<file path="config.mk">
export PLATFORM = sky130hd
export DESIGN_NAME = demosaic_frame_ctrl_flat
export DESIGN_NICKNAME = d
export VERILOG_FILES = /design/src/rtl/demosaic_frame_ctrl_pkg.sv /design/src/rtl/demosaic_frame_ctrl_if.sv /design/src/rtl/demosaic_frame_ctrl_edge_det.sv /design/src/rtl/demosaic_frame_ctrl.sv /design/src/flat_wrapper.sv
export SDC_FILE = /design/constraint.sdc
export NUM_CORES = 1
export LEC_CHECK = 0
export ABC_AREA = 1
export CORE_ASPECT_RATIO = 1.4
export CORE_MARGIN = 5
export CORE_UTILIZATION = 49
export DETAILED_ROUTE_END_ITERATION = 12
export PLACE_DENSITY = 0.75
export SYNTH_ARGS = -nofsm -noshare
export SYNTH_HDL_FRONTEND = slang
export SYNTH_HIERARCHICAL = 1
export SYNTH_SLANG_ARGS = --single-unit
</file>
<file path="constraint.sdc">
create_clock -name clk -period 2 [get_ports clk]
set_input_delay 0.3 -clock clk [delete_from_list [all_inputs] [get_ports clk]]
set_output_delay 0.3 -clock clk [all_outputs]
set_load 0.02 [all_outputs]
</file>
<file path="src/rtl/demosaic_frame_ctrl_pkg.sv">
// Shared types and constants for the demosaic frame sequencer.
package demosaic_ctrl_pkg;

   typedef enum logic [2:0] {
      ST_IDLE,
      ST_WAIT_VS,
      ST_ACTIVE,
      ST_SKIP,
      ST_DRAIN,
      ST_DP_RST
   } state_t;

   localparam logic [1:0] ERR_NONE  = 2'd0;
   localparam logic [1:0] ERR_LINE  = 2'd1;
   localparam logic [1:0] ERR_SHORT = 2'd2;
   localparam logic [1:0] ERR_OVF   = 2'd3;

   localparam int DP_RST_CYC = 2;

endpackage

</file>
<file path="src/rtl/demosaic_frame_ctrl_if.sv">
// DVP input stream plus demosaic-side byte/handshake bundle.
interface demosaic_frame_ctrl_if;
   logic       cam_vsync;
   logic       cam_href;
   logic [7:0] cam_data;
   logic       cam_valid;
   logic [7:0] raw_data;
   logic       data_valid;
   logic       bayer_ready;
   logic       bayer_en;
   logic       dp_rst_n;
   logic       pix_valid;

   modport master (
      input  cam_vsync, cam_href, cam_data, cam_valid, bayer_ready, pix_valid,
      output raw_data, data_valid, bayer_en, dp_rst_n
   );

   modport slave (
      output cam_vsync, cam_href, cam_data, cam_valid, bayer_ready, pix_valid,
      input  raw_data, data_valid, bayer_en, dp_rst_n
   );
endinterface

</file>
<file path="src/rtl/demosaic_frame_ctrl_edge_det.sv">
// Edge detector for DVP sync lines; pulses are valid in the cycle the new level first appears.
module dvp_edge_det (
   input  logic clk,
   input  logic rst,
   input  logic vsync,
   input  logic href,
   output logic vs_rise,
   output logic vs_fall,
   output logic hr_fall
);

   logic vs_q;
   logic hr_q;

   always_ff @(posedge clk) begin
      if (rst) begin
         vs_q <= 1'b0;
         hr_q <= 1'b0;
      end else begin
         vs_q <= vsync;
         hr_q <= href;
      end
   end

   assign vs_rise = vsync & ~vs_q;
   assign vs_fall = ~vsync & vs_q;
   assign hr_fall = ~href & hr_q;

endmodule

</file>
<file path="src/rtl/demosaic_frame_ctrl.sv">
// Frame sequencer between the DVP byte stream and the demosaic datapath.
// Optional statistics counters are built when DEMOSAIC_CTRL_STATS_EN is defined.
module demosaic_frame_ctrl
   import demosaic_ctrl_pkg::*;
#(
   parameter int IM_X     = 1280,
   parameter int IM_Y     = 720,
   parameter int SKIP_W   = 4,
   parameter int DRAIN_TO = 4096
) (
   input  logic              clk,
   input  logic              rst,
   demosaic_frame_ctrl_if.master bus,
   input  logic              cfg_enable,
   input  logic [SKIP_W-1:0] cfg_skip,
   output logic              frame_start,
   output logic              frame_done,
   output logic              frame_err,
   output logic [1:0]        err_code,
   output logic              busy,
   output logic [15:0]       frame_cnt,
   output logic [15:0]       err_cnt
);

   localparam int CW = $clog2(IM_X + 1);
   localparam int RW = $clog2(IM_Y + 1);
   localparam int DW = $clog2(DRAIN_TO + 1);

   state_t            state;
   logic [CW-1:0]     col;
   logic [RW-1:0]     row;
   logic              line_long;
   logic              first_byte;
   logic [DW-1:0]     idle_cnt;
   logic [SKIP_W-1:0] skip_cnt;
   logic [1:0]        rst_cnt;
   logic              en_q;
   logic [7:0]        raw_data;
   logic              data_valid;
   logic              bayer_en;
   logic              dp_rst_n;
   logic              vs_rise, vs_fall, hr_fall;
   logic              fwd;
   logic [1:0]        fault;

   dvp_edge_det u_edge (
      .clk     (clk),
      .rst     (rst),
      .vsync   (bus.cam_vsync),
      .href    (bus.cam_href),
      .vs_rise (vs_rise),
      .vs_fall (vs_fall),
      .hr_fall (hr_fall)
   );

   assign fwd = bus.cam_valid & bus.cam_href;

   // Priority: vsync rise beats a simultaneous href fall; bytes past line end are not overflow.
   always_comb begin
      fault = ERR_NONE;
      if (state == ST_ACTIVE) begin
         if (vs_rise)
            fault = ERR_SHORT;
         else if (hr_fall && (col != CW'(IM_X) || line_long))
            fault = ERR_LINE;
         else if (fwd && col != CW'(IM_X) && !bus.bayer_ready)
            fault = ERR_OVF;
      end
   end

   always_ff @(posedge clk) begin
      if (rst) begin
         state       <= ST_IDLE;
         col         <= '0;
         row         <= '0;
         line_long   <= 1'b0;
         first_byte  <= 1'b0;
         idle_cnt    <= '0;
         skip_cnt    <= '0;
         rst_cnt     <= '0;
         en_q        <= 1'b0;
         raw_data    <= '0;
         data_valid  <= 1'b0;
         bayer_en    <= 1'b0;
         dp_rst_n    <= 1'b0;
         frame_start <= 1'b0;
         frame_done  <= 1'b0;
         frame_err   <= 1'b0;
         err_code    <= ERR_NONE;
         busy        <= 1'b0;
      end else begin
         frame_start <= 1'b0;
         frame_done  <= 1'b0;
         frame_err   <= 1'b0;
         data_valid  <= 1'b0;
         en_q        <= cfg_enable;
         case (state)
            ST_IDLE: begin
               skip_cnt <= '0;
               if (cfg_enable && !en_q) begin
                  state    <= ST_DP_RST;
                  dp_rst_n <= 1'b0;
                  rst_cnt  <= '0;
                  busy     <= 1'b1;
               end
            end
            ST_DP_RST: begin
               if (rst_cnt == 2'(DP_RST_CYC - 1)) begin
                  state    <= ST_WAIT_VS;
                  dp_rst_n <= 1'b1;
               end else begin
                  rst_cnt <= rst_cnt + 1'b1;
               end
            end
            ST_WAIT_VS, ST_SKIP: begin
               if (!cfg_enable) begin
                  state <= ST_IDLE;
                  busy  <= 1'b0;
               end else if (vs_fall) begin
                  if (skip_cnt == '0) begin
                     state      <= ST_ACTIVE;
                     bayer_en   <= 1'b1;
                     skip_cnt   <= cfg_skip;
                     col        <= '0;
                     row        <= '0;
                     line_long  <= 1'b0;
                     first_byte <= 1'b1;
                  end else begin
                     state    <= ST_SKIP;
                     skip_cnt <= skip_cnt - 1'b1;
                  end
               end
            end
            ST_ACTIVE: begin
               if (fault != ERR_NONE) begin
                  frame_err <= 1'b1;
                  err_code  <= fault;
                  bayer_en  <= 1'b0;
                  dp_rst_n  <= 1'b0;
                  rst_cnt   <= '0;
                  state     <= ST_DP_RST;
               end else if (hr_fall) begin
                  col <= '0;
                  row <= row + 1'b1;
                  if (row == RW'(IM_Y - 1)) begin
                     state    <= ST_DRAIN;
                     idle_cnt <= '0;
                  end
               end else if (fwd) begin
                  if (col == CW'(IM_X)) begin
                     line_long <= 1'b1;
                  end else begin
                     raw_data    <= bus.cam_data;
                     data_valid  <= 1'b1;
                     col         <= col + 1'b1;
                     frame_start <= first_byte;
                     first_byte  <= 1'b0;
                  end
               end
            end
            ST_DRAIN: begin
               if (bus.pix_valid) begin
                  idle_cnt <= '0;
               end else if (idle_cnt == DW'(DRAIN_TO - 1)) begin
                  frame_done <= 1'b1;
                  bayer_en   <= 1'b0;
                  if (cfg_enable) begin
                     state <= ST_WAIT_VS;
                  end else begin
                     state <= ST_IDLE;
                     busy  <= 1'b0;
                  end
               end else begin
                  idle_cnt <= idle_cnt + 1'b1;
               end
            end
            default: state <= ST_IDLE;
         endcase
      end
   end

   assign bus.raw_data   = raw_data;
   assign bus.data_valid = data_valid;
   assign bus.bayer_en   = bayer_en;
   assign bus.dp_rst_n   = dp_rst_n;

`ifdef DEMOSAIC_CTRL_STATS_EN
   always_ff @(posedge clk) begin
      if (rst) begin
         frame_cnt <= '0;
         err_cnt   <= '0;
      end else begin
         if (frame_done && frame_cnt != '1)
            frame_cnt <= frame_cnt + 1'b1;
         if (frame_err && err_cnt != '1)
            err_cnt <= err_cnt + 1'b1;
      end
   end
`else
   assign frame_cnt = '0;
   assign err_cnt   = '0;
`endif

endmodule
</file>
<file path="src/flat_wrapper.sv">
// flat-port wrapper written by rule: the top's interface ports become plain ports
module demosaic_frame_ctrl_flat import demosaic_ctrl_pkg::*;
#(
   parameter int IM_X     = 1280,
   parameter int IM_Y     = 720,
   parameter int SKIP_W   = 4,
   parameter int DRAIN_TO = 4096
)
  (clk, rst, cfg_enable, cfg_skip, frame_start, frame_done, frame_err, err_code, busy, frame_cnt, err_cnt, bus_cam_vsync, bus_cam_href, bus_cam_data, bus_cam_valid, bus_bayer_ready, bus_pix_valid, bus_raw_data, bus_data_valid, bus_bayer_en, bus_dp_rst_n);
  demosaic_frame_ctrl_if bus_i ();
  input  logic clk;
  input  logic rst;
  input  logic cfg_enable;
  input  logic [SKIP_W-1:0] cfg_skip;
  output logic frame_start;
  output logic frame_done;
  output logic frame_err;
  output logic [1:0] err_code;
  output logic busy;
  output logic [15:0] frame_cnt;
  output logic [15:0] err_cnt;
  input wire logic [$bits(bus_i.cam_vsync)-1:0] bus_cam_vsync;
  input wire logic [$bits(bus_i.cam_href)-1:0] bus_cam_href;
  input wire logic [$bits(bus_i.cam_data)-1:0] bus_cam_data;
  input wire logic [$bits(bus_i.cam_valid)-1:0] bus_cam_valid;
  input wire logic [$bits(bus_i.bayer_ready)-1:0] bus_bayer_ready;
  input wire logic [$bits(bus_i.pix_valid)-1:0] bus_pix_valid;
  output wire logic [$bits(bus_i.raw_data)-1:0] bus_raw_data;
  output wire logic [$bits(bus_i.data_valid)-1:0] bus_data_valid;
  output wire logic [$bits(bus_i.bayer_en)-1:0] bus_bayer_en;
  output wire logic [$bits(bus_i.dp_rst_n)-1:0] bus_dp_rst_n;
  assign bus_i.cam_vsync = bus_cam_vsync;
  assign bus_i.cam_href = bus_cam_href;
  assign bus_i.cam_data = bus_cam_data;
  assign bus_i.cam_valid = bus_cam_valid;
  assign bus_i.bayer_ready = bus_bayer_ready;
  assign bus_i.pix_valid = bus_pix_valid;
  assign bus_raw_data = bus_i.raw_data;
  assign bus_data_valid = bus_i.data_valid;
  assign bus_bayer_en = bus_i.bayer_en;
  assign bus_dp_rst_n = bus_i.dp_rst_n;
  demosaic_frame_ctrl #(.IM_X(IM_X), .IM_Y(IM_Y), .SKIP_W(SKIP_W), .DRAIN_TO(DRAIN_TO)) u_core (.clk(clk), .rst(rst), .bus(bus_i), .cfg_enable(cfg_enable), .cfg_skip(cfg_skip), .frame_start(frame_start), .frame_done(frame_done), .frame_err(frame_err), .err_code(err_code), .busy(busy), .frame_cnt(frame_cnt), .err_cnt(err_cnt));
endmodule
</file>
Word-level counts from Yosys, hierarchy flattened
Index checks and enable logic that the tools add are counted. Widths: inputs -> output; s select.

Flip-flop bits (word level): 65. Bits of input ports: 20. Output and inout port bits: 49.

Add/subtract/negate cells: 5. Equality and inequality tests: 32. Muxes and demuxes: 75. Bitwise gates (word level): 13. Reductions and logical operators: 34.

Operators by type and width (count): $mux 11 (7); $mux 13 (5); $mux 10 (5); $mux 1 (28); $mux 3 (9); $pmux 13 s2 (1); $pmux 11 s2 (1); $reduce_and 7->1 (3); $ne 2x2->1 const B (10); $pmux 10 s2 (1); $reduce_and 8->1 (2); $pmux 3 s5 (1); $mux 2 (7); $add 13x1->13 const B (1); $eq 13x12->1 const B (1); $mux 4 (3); $ne 2x1->1 const B (6); $reduce_and 4->1 (3); $add 11x1->11 const B (1); $eq 11x11->1 const B (1); $ne 11x11->1 const B (1); $add 10x1->10 const B (1); $eq 10x10->1 const B (1); $reduce_and 5->1 (2); 29 further kinds (58).

Depth between registers and ports, before layout
Gate-level depths: netlist (run 1).

Depth after elaboration: 10. Mapped depth: 15. Mapped depth without buffers: 15.

Modules after synthesis
The synthesis (run 1) kept the hierarchy.

Modules (own cells, without submodules): demosaic_frame_ctrl (times used 1, cells each 583, area an instance 3917.5 um2); dvp_edge_det (times used 1, cells each 11, area an instance 73.8 um2).

Worst setup path before layout (run 1)
Ideal clock, no wire load.

Kind: register to register. From: reg u_core.col[0]. To: reg u_core.idle_cnt[7]. Setup time: 0.068 ns. Arrival time: 1.692 ns. Required time: 1.932 ns. Setup slack: 0.240 ns. Stages on the path, launching flop included: 15. Path buffers: 1. Clock period less this slack: 1.760 ns. Cells stage by stage: dfxtp_1 > inv_1 > ha_1 > nand2_1 > inv_1 > nand2_2 > inv_2 > nand2_1 > nand3_2 > a31oi_4 > inv_2 > nand2_2 > buf_6 > nand2_1 > a21oi_2.

Word-level cells in the longest chain between the ends: 10.

RTL lines: start: declaration (line demosaic_frame_ctrl.sv:30) `logic [CW-1:0] col;`; start signal: assignment (line demosaic_frame_ctrl.sv:155) `col <= col + 1'b1;`; $ne 11x11->1 * (line demosaic_frame_ctrl.sv:64, demosaic_frame_ctrl.sv:66); $logic_and 1x1->1 (2 in a row) (line demosaic_frame_ctrl.sv:66) `else if (fwd && col != CW'(IM_X) && !bus.bayer_ready)`; $mux 2 (line demosaic_frame_ctrl.sv:66); $mux 2 * (line demosaic_frame_ctrl.sv:64) `else if (hr_fall && (col != CW'(IM_X) || line_long))`; $mux 2 * (line demosaic_frame_ctrl.sv:62) `if (vs_rise)`; $mux 2 * (line demosaic_frame_ctrl.sv:61) `if (state == ST_ACTIVE) begin`; $reduce_bool 2->1 * (line demosaic_frame_ctrl.sv:135) `if (fault != ERR_NONE) begin`; $ne 2x2->1 (no source line) *; $reduce_and 5->1 (no source line) *; end signal: assignment (line demosaic_frame_ctrl.sv:174) `idle_cnt <= idle_cnt + 1'b1;`; end: declaration (line demosaic_frame_ctrl.sv:34) `logic [DW-1:0] idle_cnt;`.

Every way passes the cells marked *; elsewhere a longest branch is shown, timed or not. A chain may end at the register's enable or synchronous reset.

Worst setup path in the final report (run 1)
From: reg u_core.row[0]. To: reg u_core.idle_cnt[0].

Word-level cells in the longest chain between the ends: 3.

RTL lines: start: declaration (line demosaic_frame_ctrl.sv:31) `logic [RW-1:0] row;`; start signal: assignment (line demosaic_frame_ctrl.sv:144) `row <= row + 1'b1;`; $eq 10x10->1 (line demosaic_frame_ctrl.sv:145) `if (row == RW'(IM_Y - 1)) begin`; $ne 2x2->1 (no source line); $reduce_and 5->1 (no source line).

No other way between the ends.

==> results of run 1 <==
==> cell families after synthesis <==
group / after synthesis
DFF: 65
xor gates and xnor gates: 11
adders and majority gates: 6
other: 1
and+or+nand+nor: 308
AOI/OAI and AO/OA: 80
buffers and inverters: 123
==> through the flow <==
stage	TNS, ns	cells	hold WS [ns]
after floorplan	0	625	0.371
after detailed placement	0	750	0.454
after global routing	-0.0193	764	0.472
after CTS	0	764	0.461
final	0	764	0.458
after global placement	0	750	0.448
==> cell type report <==
type | instances | area (sq um) | area share
multi-input combinational | 437 | 2200 | 0.454
sequential | 65 | 1300 | 0.269
timing repair buffer | 72 | 668 | 0.138
inverter | 74 | 278 | 0.0574
clock buffer | 14 | 264 | 0.0546
tap | 102 | 128 | 0.0264
==> worst max path at each step <==
stage               slack [ns]                               to  cells past startpoint
floorplan                 0.24  u_core/idle_cnt[7]$_SDFFE_PP0P_                     14
finish                    0.11  u_core/idle_cnt[0]$_SDFFE_PP0P_                     10
CTS                       0.10       u_core/col[6]$_SDFFE_PP0P_                     12
detailed placement       0.007       u_core/col[6]$_SDFFE_PP0P_                      9
global placement          0.04       u_core/col[4]$_SDFFE_PP0P_                      8
global route             -0.02   u_core/rst_cnt[1]$_SDFFE_PP0P_                     14
==> worst register-to-register path: stages (launching register included) <==
cell	delay, ns
dfxtp_2	0.35
ha_2	0.18
nand2_1	0.09
nor2_2	0.18
nand4_1	0.18
nand2_1	0.12
o21ai_2	0.06
nor2_2	0.14
nand2_2	0.17
o21ai_0	0.24
nor2_1	0.07
==> timing repair <==
action	4_1_cts	5_1_grt
gates resized for setup	0	8
setup endpoints to repair	0	18
setup buffers	0	0
==> flip-flops by register name, summed over array words and instances (netlist names) <==
name	flops
u_core/row	10
u_core/frame_err	1
u_core/u_edge/hr_q	1
u_core/u_edge/vs_q	1
u_core/bus.dp_rst_n	1
u_core/err_code	2
u_core/line_long	1
u_core/idle_cnt	13
u_core/bus.bayer_en	1
u_core/frame_done	1
u_core/skip_cnt	4
u_core/rst_cnt	2
u_core/bus.data_valid	1
u_core/frame_start	1
u_core/first_byte	1
u_core/en_q	1
u_core/bus.raw_data	8
u_core/col	11
u_core/state	3
u_core/busy	1
==> cells in the final DEF, fill, tap and decap left out, types with 11 or more instances in the layout <==
cell type        instances
clkdlybuf4s50_1         36
nand4_1                 12
nor2_1                  85
a21oi_1                 41
o21ai_0                 18
dfxtp_1                 63
conb_1                  32
nand2_1                118
inv_1                   66
buf_4                   33
nor4_1                  11
nand3_1                 42
==> power by group through the flow <==
stage / Sequential [W] / Combinational [W] / Clock [W]
floorplan: 0.00159 / 0.00138 / 0
global placement: 0.00157 / 0.00189 / 0
detailed placement: 0.00158 / 0.00193 / 0
CTS: 0.00156 / 0.00194 / 0.00144
global route: 0.00158 / 0.00222 / 0.00148
finish: 0.00156 / 0.00197 / 0.00139
==> per-layer routing <==
metal | vias up | wire length (um)
li1 | 1988 | -
met1 | 1801 | 3720
met2 | 132 | 5120
met3 | 31 | 672
met4 | 0 | 348
met5 | - | 0
==> results.cfg, run 1 <==
[power]
combPwrFrac = 0.400
powerDensity_mw_per_mm2 = 1020
switching_share = 0.372
p_clk_frac = 0.282
peakVddDrop_mv = 0.637
power.share.sequential = 0.317
p_leak_nw = 2.01
p_total_w = 0.00491
p_int_w = 0.00308
p_switching_w = 0.00183

[sta]
skew_ns = 0.00572
timing.final.crit_share = 0.947
slew_violations = 0
setup_slack_ns = 0.106
hold_viol_final = 0
min_period_ns = 1.89
setup_viol = 0
rsz0062_at_grt = true
fmax_mhz = 528

[worst_setup_path]
end_kind = register
cp_max_fo = 11
critPathSlowestCell = dfxtp_2
cp_num_buf_inv = 0
rrSetupSlack_ns = 0.11
worstSetupStartpoint = u_core/row[0]$_SDFFE_PP0P_
reg2reg_depth = 10
path_cells = ha_2, nand2_1, nor2_2, nand4_1, nand2_1, o21ai_2, nor2_2, nand2_2, o21ai_0, nor2_1
cpPeakStageDelay_ns = 0.35
critPathTopFamily = simple AND/OR/NAND/NOR gates
path_class = register to register
arrival_ns = 2.11
crit-reg2reg-launch = u_core/row[0]$_SDFFE_PP0P_
critPathRequiredTime_ns = 2.21
r2r_end = u_core/idle_cnt[0]$_SDFFE_PP0P_
cp-start-kind = register

[global_route]
track_usage = 0.204
grt_max_degree = 28
grt.busiest_layer = met2
grtUsageMet1 = 0.205
antenna_found_initial = 0
first_global_vias = 3831
met2_usage = 0.374
grt.met3_usage = 0.0574
grt_pass1_wl_mm = 16.4
overflow = 0

[floorplanning]
die_area_sq_mm = 0.0101
fp.dieH_um = 117
num_rows = 39
io_pins = 69
start_util = 0.496
fp.coreArea_sq_mm = 0.00805
die_x_um = 86.3

[clock_network]
cts_tree = done
hold_buffers = 0
clk_latency_ns = 0.33
clkSinkCount = 65
path_clk_slew_ns = 0.05
cts_inserted_buffers = 9
htree_levels = 3
clock_path_buffers = 2
cts.root.buffer_cell = clkbuf_16

[place]
post-place-ws_ns = 0.00672
port_buffers = 36
place_area_sq_mm = 0.00455
dpl.hpwl_mm = 7.34
gp_congestion = 0.977

[cells_and_area]
syn_to_final_growth_pct = 21.3
num_antenna_cells = 0
fill_cells = 745
drive_gt1_frac = 0.140
final_cell_area_sq_mm = 0.00484
fin_nets = 685
fin_util = 0.601

[synthesis]
yosysSeqAreaShare = 0.326
ys_ff_latch = 65
synth_area_sq_mm = 0.00399
synthMuxAreaShare = 0
yosys-top-cells-count = nand2_1 (119), nor2_1 (85), inv_1 (66)
synth_top_area_cell = dfxtp_1
synthCells = 594
synth_area_leaders = dfxtp_1 (33%), nand2_1 (11%), nor2_1 (8.0%)
ys_types = 41
synth_top_area_frac = 0.326
synth_warnings = 6
synth_top_family_by_area = simple AND/OR/NAND/NOR gates
synthSimpleGateAreaFrac = 0.355
postSynth.asyncResetShare = 0
synth_xor_xnor_area_share = 0.0241
synth_compound_area_frac = 0.117
synthAdderAreaFrac = 0.0188
avgSynthCellArea_sq_um = 6.72
synth_edf_count = 0
ys.flop_type = dfxtp_1
synth_most_common_cell = nand2_1

[drt]
antenna_left = 0
dr_total_vias = 3952
wirelength_mm = 9.86
avgViaCountPerCell = 5.17
first_iter_violations = 161
route.detailed.drc = 0
avgRoutedWirePerCell_um = 12.9
dr.pass1.iters = 4

[hold_path]
min_from = u_core/first_byte$_SDFFE_PP0P_
hold_class = register to register
hold-path-cell-count = 2
hold_path_end = u_core/first_byte$_SDFFE_PP0P_

[outcome]
outcome = finished clean

[run]
max_cap_viol_count = 0
No activity file was read; power rests on OpenSTA's default activity.
==> inputs of run 2 (changes only) <==
--- a/config.mk
+++ b/config.mk
@@ -6,6 +6,7 @@
 export NUM_CORES = 1
 export LEC_CHECK = 0
 export ABC_AREA = 1
+export CAP_MARGIN = 0
 export CORE_ASPECT_RATIO = 1.4
 export CORE_MARGIN = 5
 export CORE_UTILIZATION = 49
==> results of run 2 <==
Final layout, timing and power as in run 1 (identical DEF).
==> inputs of run 3 (changes only) <==
--- a/config.mk
+++ b/config.mk
@@ -7,7 +7,6 @@
 export LEC_CHECK = 0
 export ABC_AREA = 1
 export CAP_MARGIN = 0
-export CORE_ASPECT_RATIO = 1.4
 export CORE_MARGIN = 5
 export CORE_UTILIZATION = 49
 export DETAILED_ROUTE_END_ITERATION = 12
==> results.cfg, run 3 (synthesis gave the netlist of run 1 again) <==
[drt]
avgRoutedWirePerCell_um = 12.7
antenna_left = 0
route.detailed.drc = 0
first_iter_violations = 208
dr_total_vias = 3979
dr.pass1.iters = 5
avgViaCountPerCell = 5.15
wirelength_mm = 9.80

[worst_setup_path]
reg2reg_depth = 14
cp_max_fo = 7
arrival_ns = 2.16
end_kind = register
path_cells = inv_1, ha_1, nand2_1, inv_1, nand2_2, inv_2, nand2_1, nand3_2, nand2_2, nand3_2, nand4_2, buf_4, nand2_1, a21oi_1
cp_common_cell = nand2_1
critPathRequiredTime_ns = 2.27
cp-start-kind = register
path_class = register to register
critPathSlowestCell = dfxtp_1
cpPeakStageDelay_ns = 0.34

[clock_network]
clkSinkCount = 65
cts.root.buffer_cell = clkbuf_8
clock_path_buffers = 2
clk_latency_ns = 0.35
path_clk_slew_ns = 0.07
cts_tree = done
cts_inserted_buffers = 9
htree_levels = 3

[sta]
fmax_mhz = 530
hold_viol_final = 0
min_period_ns = 1.89
rsz0062_at_grt = true
skew_ns = 0.0107
setup_slack_ns = 0.112
setup_viol = 0
timing.final.crit_share = 0.944
slew_violations = 0

[cells_and_area]
fill_cells = 734
largest_reg_flops = 13
layout_commonest_cell = nand2_1
multi_input_area_sq_mm = 0.00222
final_cells = 773
top_regs = u_core/idle_cnt x13, u_core/col x11, u_core/row x10
fin_nets = 689
layout.cells.most_common_list = nand2_1 (115), nor2_1 (85), inv_1 (66), dfxtp_1 (64), nand3_1 (42)
drive_gt1_frac = 0.156
num_antenna_cells = 0
regArea_sq_mm = 0.00130
regMostFlops = u_core/idle_cnt
syn_to_final_growth_pct = 20.6

[global_route]
grt_pass1_wl_mm = 16.5
track_usage = 0.200
grt_max_degree = 31
antenna_found_initial = 0
first_global_vias = 3764
overflow = 0

[floorplanning]
fp.coreArea_sq_mm = 0.00809
start_util = 0.493
fp.dieH_um = 100
die_area_sq_mm = 0.0101
num_rows = 33
die_x_um = 100
io_pins = 69

[power]
p_leak_nw = 1.97
peakVddDrop_mv = 0.629
powerDensity_mw_per_mm2 = 968
p_total_w = 0.00466

[outcome]
outcome = finished clean

[place]
placed_cells = 754
dpl.hpwl_mm = 7.16
port_buffers = 36
gp_congestion = 0.938
post-place-ws_ns = -0.101

[run]
max_cap_viol_count = 0

[hold_path]
hold-path-cell-count = 2
hold_class = register to register
==> run 3: final timing paths <==
check,from,end,slack [ns]
worst min-delay path,u_core/first_byte$_SDFFE_PP0P_,u_core/first_byte$_SDFFE_PP0P_,0.46
worst max register to register,u_core/col[0]$_SDFFE_PP0P_,u_core/row[0]$_SDFFE_PP0P_,0.11
worst max-delay path,u_core/col[0]$_SDFFE_PP0P_,u_core/row[0]$_SDFFE_PP0P_,0.11
worst min register to register,u_core/first_byte$_SDFFE_PP0P_,u_core/first_byte$_SDFFE_PP0P_,0.46
==> run 3: critical path: cells and delay by family, from the launching register on <==
kind,cells,cell delay [ns]
simple gates,8,0.84
flops,1,0.34
buf+inv,4,0.32
fa+ha+maj,1,0.19
compound gates,1,0.13
==> run 3: metal layers <==
| metal | up-vias | GRT usage | routed length (um) |
|---|---|---|---|
| met3 | 18 | 0.0334 | 518 |
| met5 | - | 0 | 0 |
| met4 | 0 | 0.0912 | 230 |
| met1 | 1845 | 0.246 | 4380 |
| met2 | 121 | 0.339 | 4660 |
| li1 | 1995 | - | - |
==> run 3: power breakdown <==
group / internal, W / switching, W / total [W]
sequential: 0.00144 / 0.000118 / 0.00156
combinational: 0.000761 / 0.00122 / 0.00198
clock: 0.000572 / 0.000545 / 0.00112
total: 0.00277 / 0.00189 / 0.00466
==> run 3: through the flow <==
step           hold WS [ns]  setup TNS [ns]  utilization  area, sq um
6_report              0.462               0        0.595         4810
5_1_grt               0.493          -0.563        0.595         4810
4_1_cts               0.462               0        0.586         4750
3_5_place_dp          0.452           -1.48        0.562         4550
3_3_place_gp          0.443           -1.95        0.562         4550
2_1_floorplan         0.371               0            -         4110
==> run 3: final cells by class <==
class | count | share of cell area
clock buffer | 9 | 0.0257
clock inverter | 7 | 0.0148
inverter | 74 | 0.0577
multi-input combinational | 437 | 0.462
sequential | 65 | 0.271
tap | 105 | 0.0273
timing repair buffer | 76 | 0.142
==> run 3: what timing repair did <==
item | 4_1_cts | 5_1_grt
setup endpoints to repair | 0 | 39
hold endpoints to repair | 0 | 0
hold buffers | 0 | 0
setup buffers | 0 | 3
gates resized for setup | 0 | 13
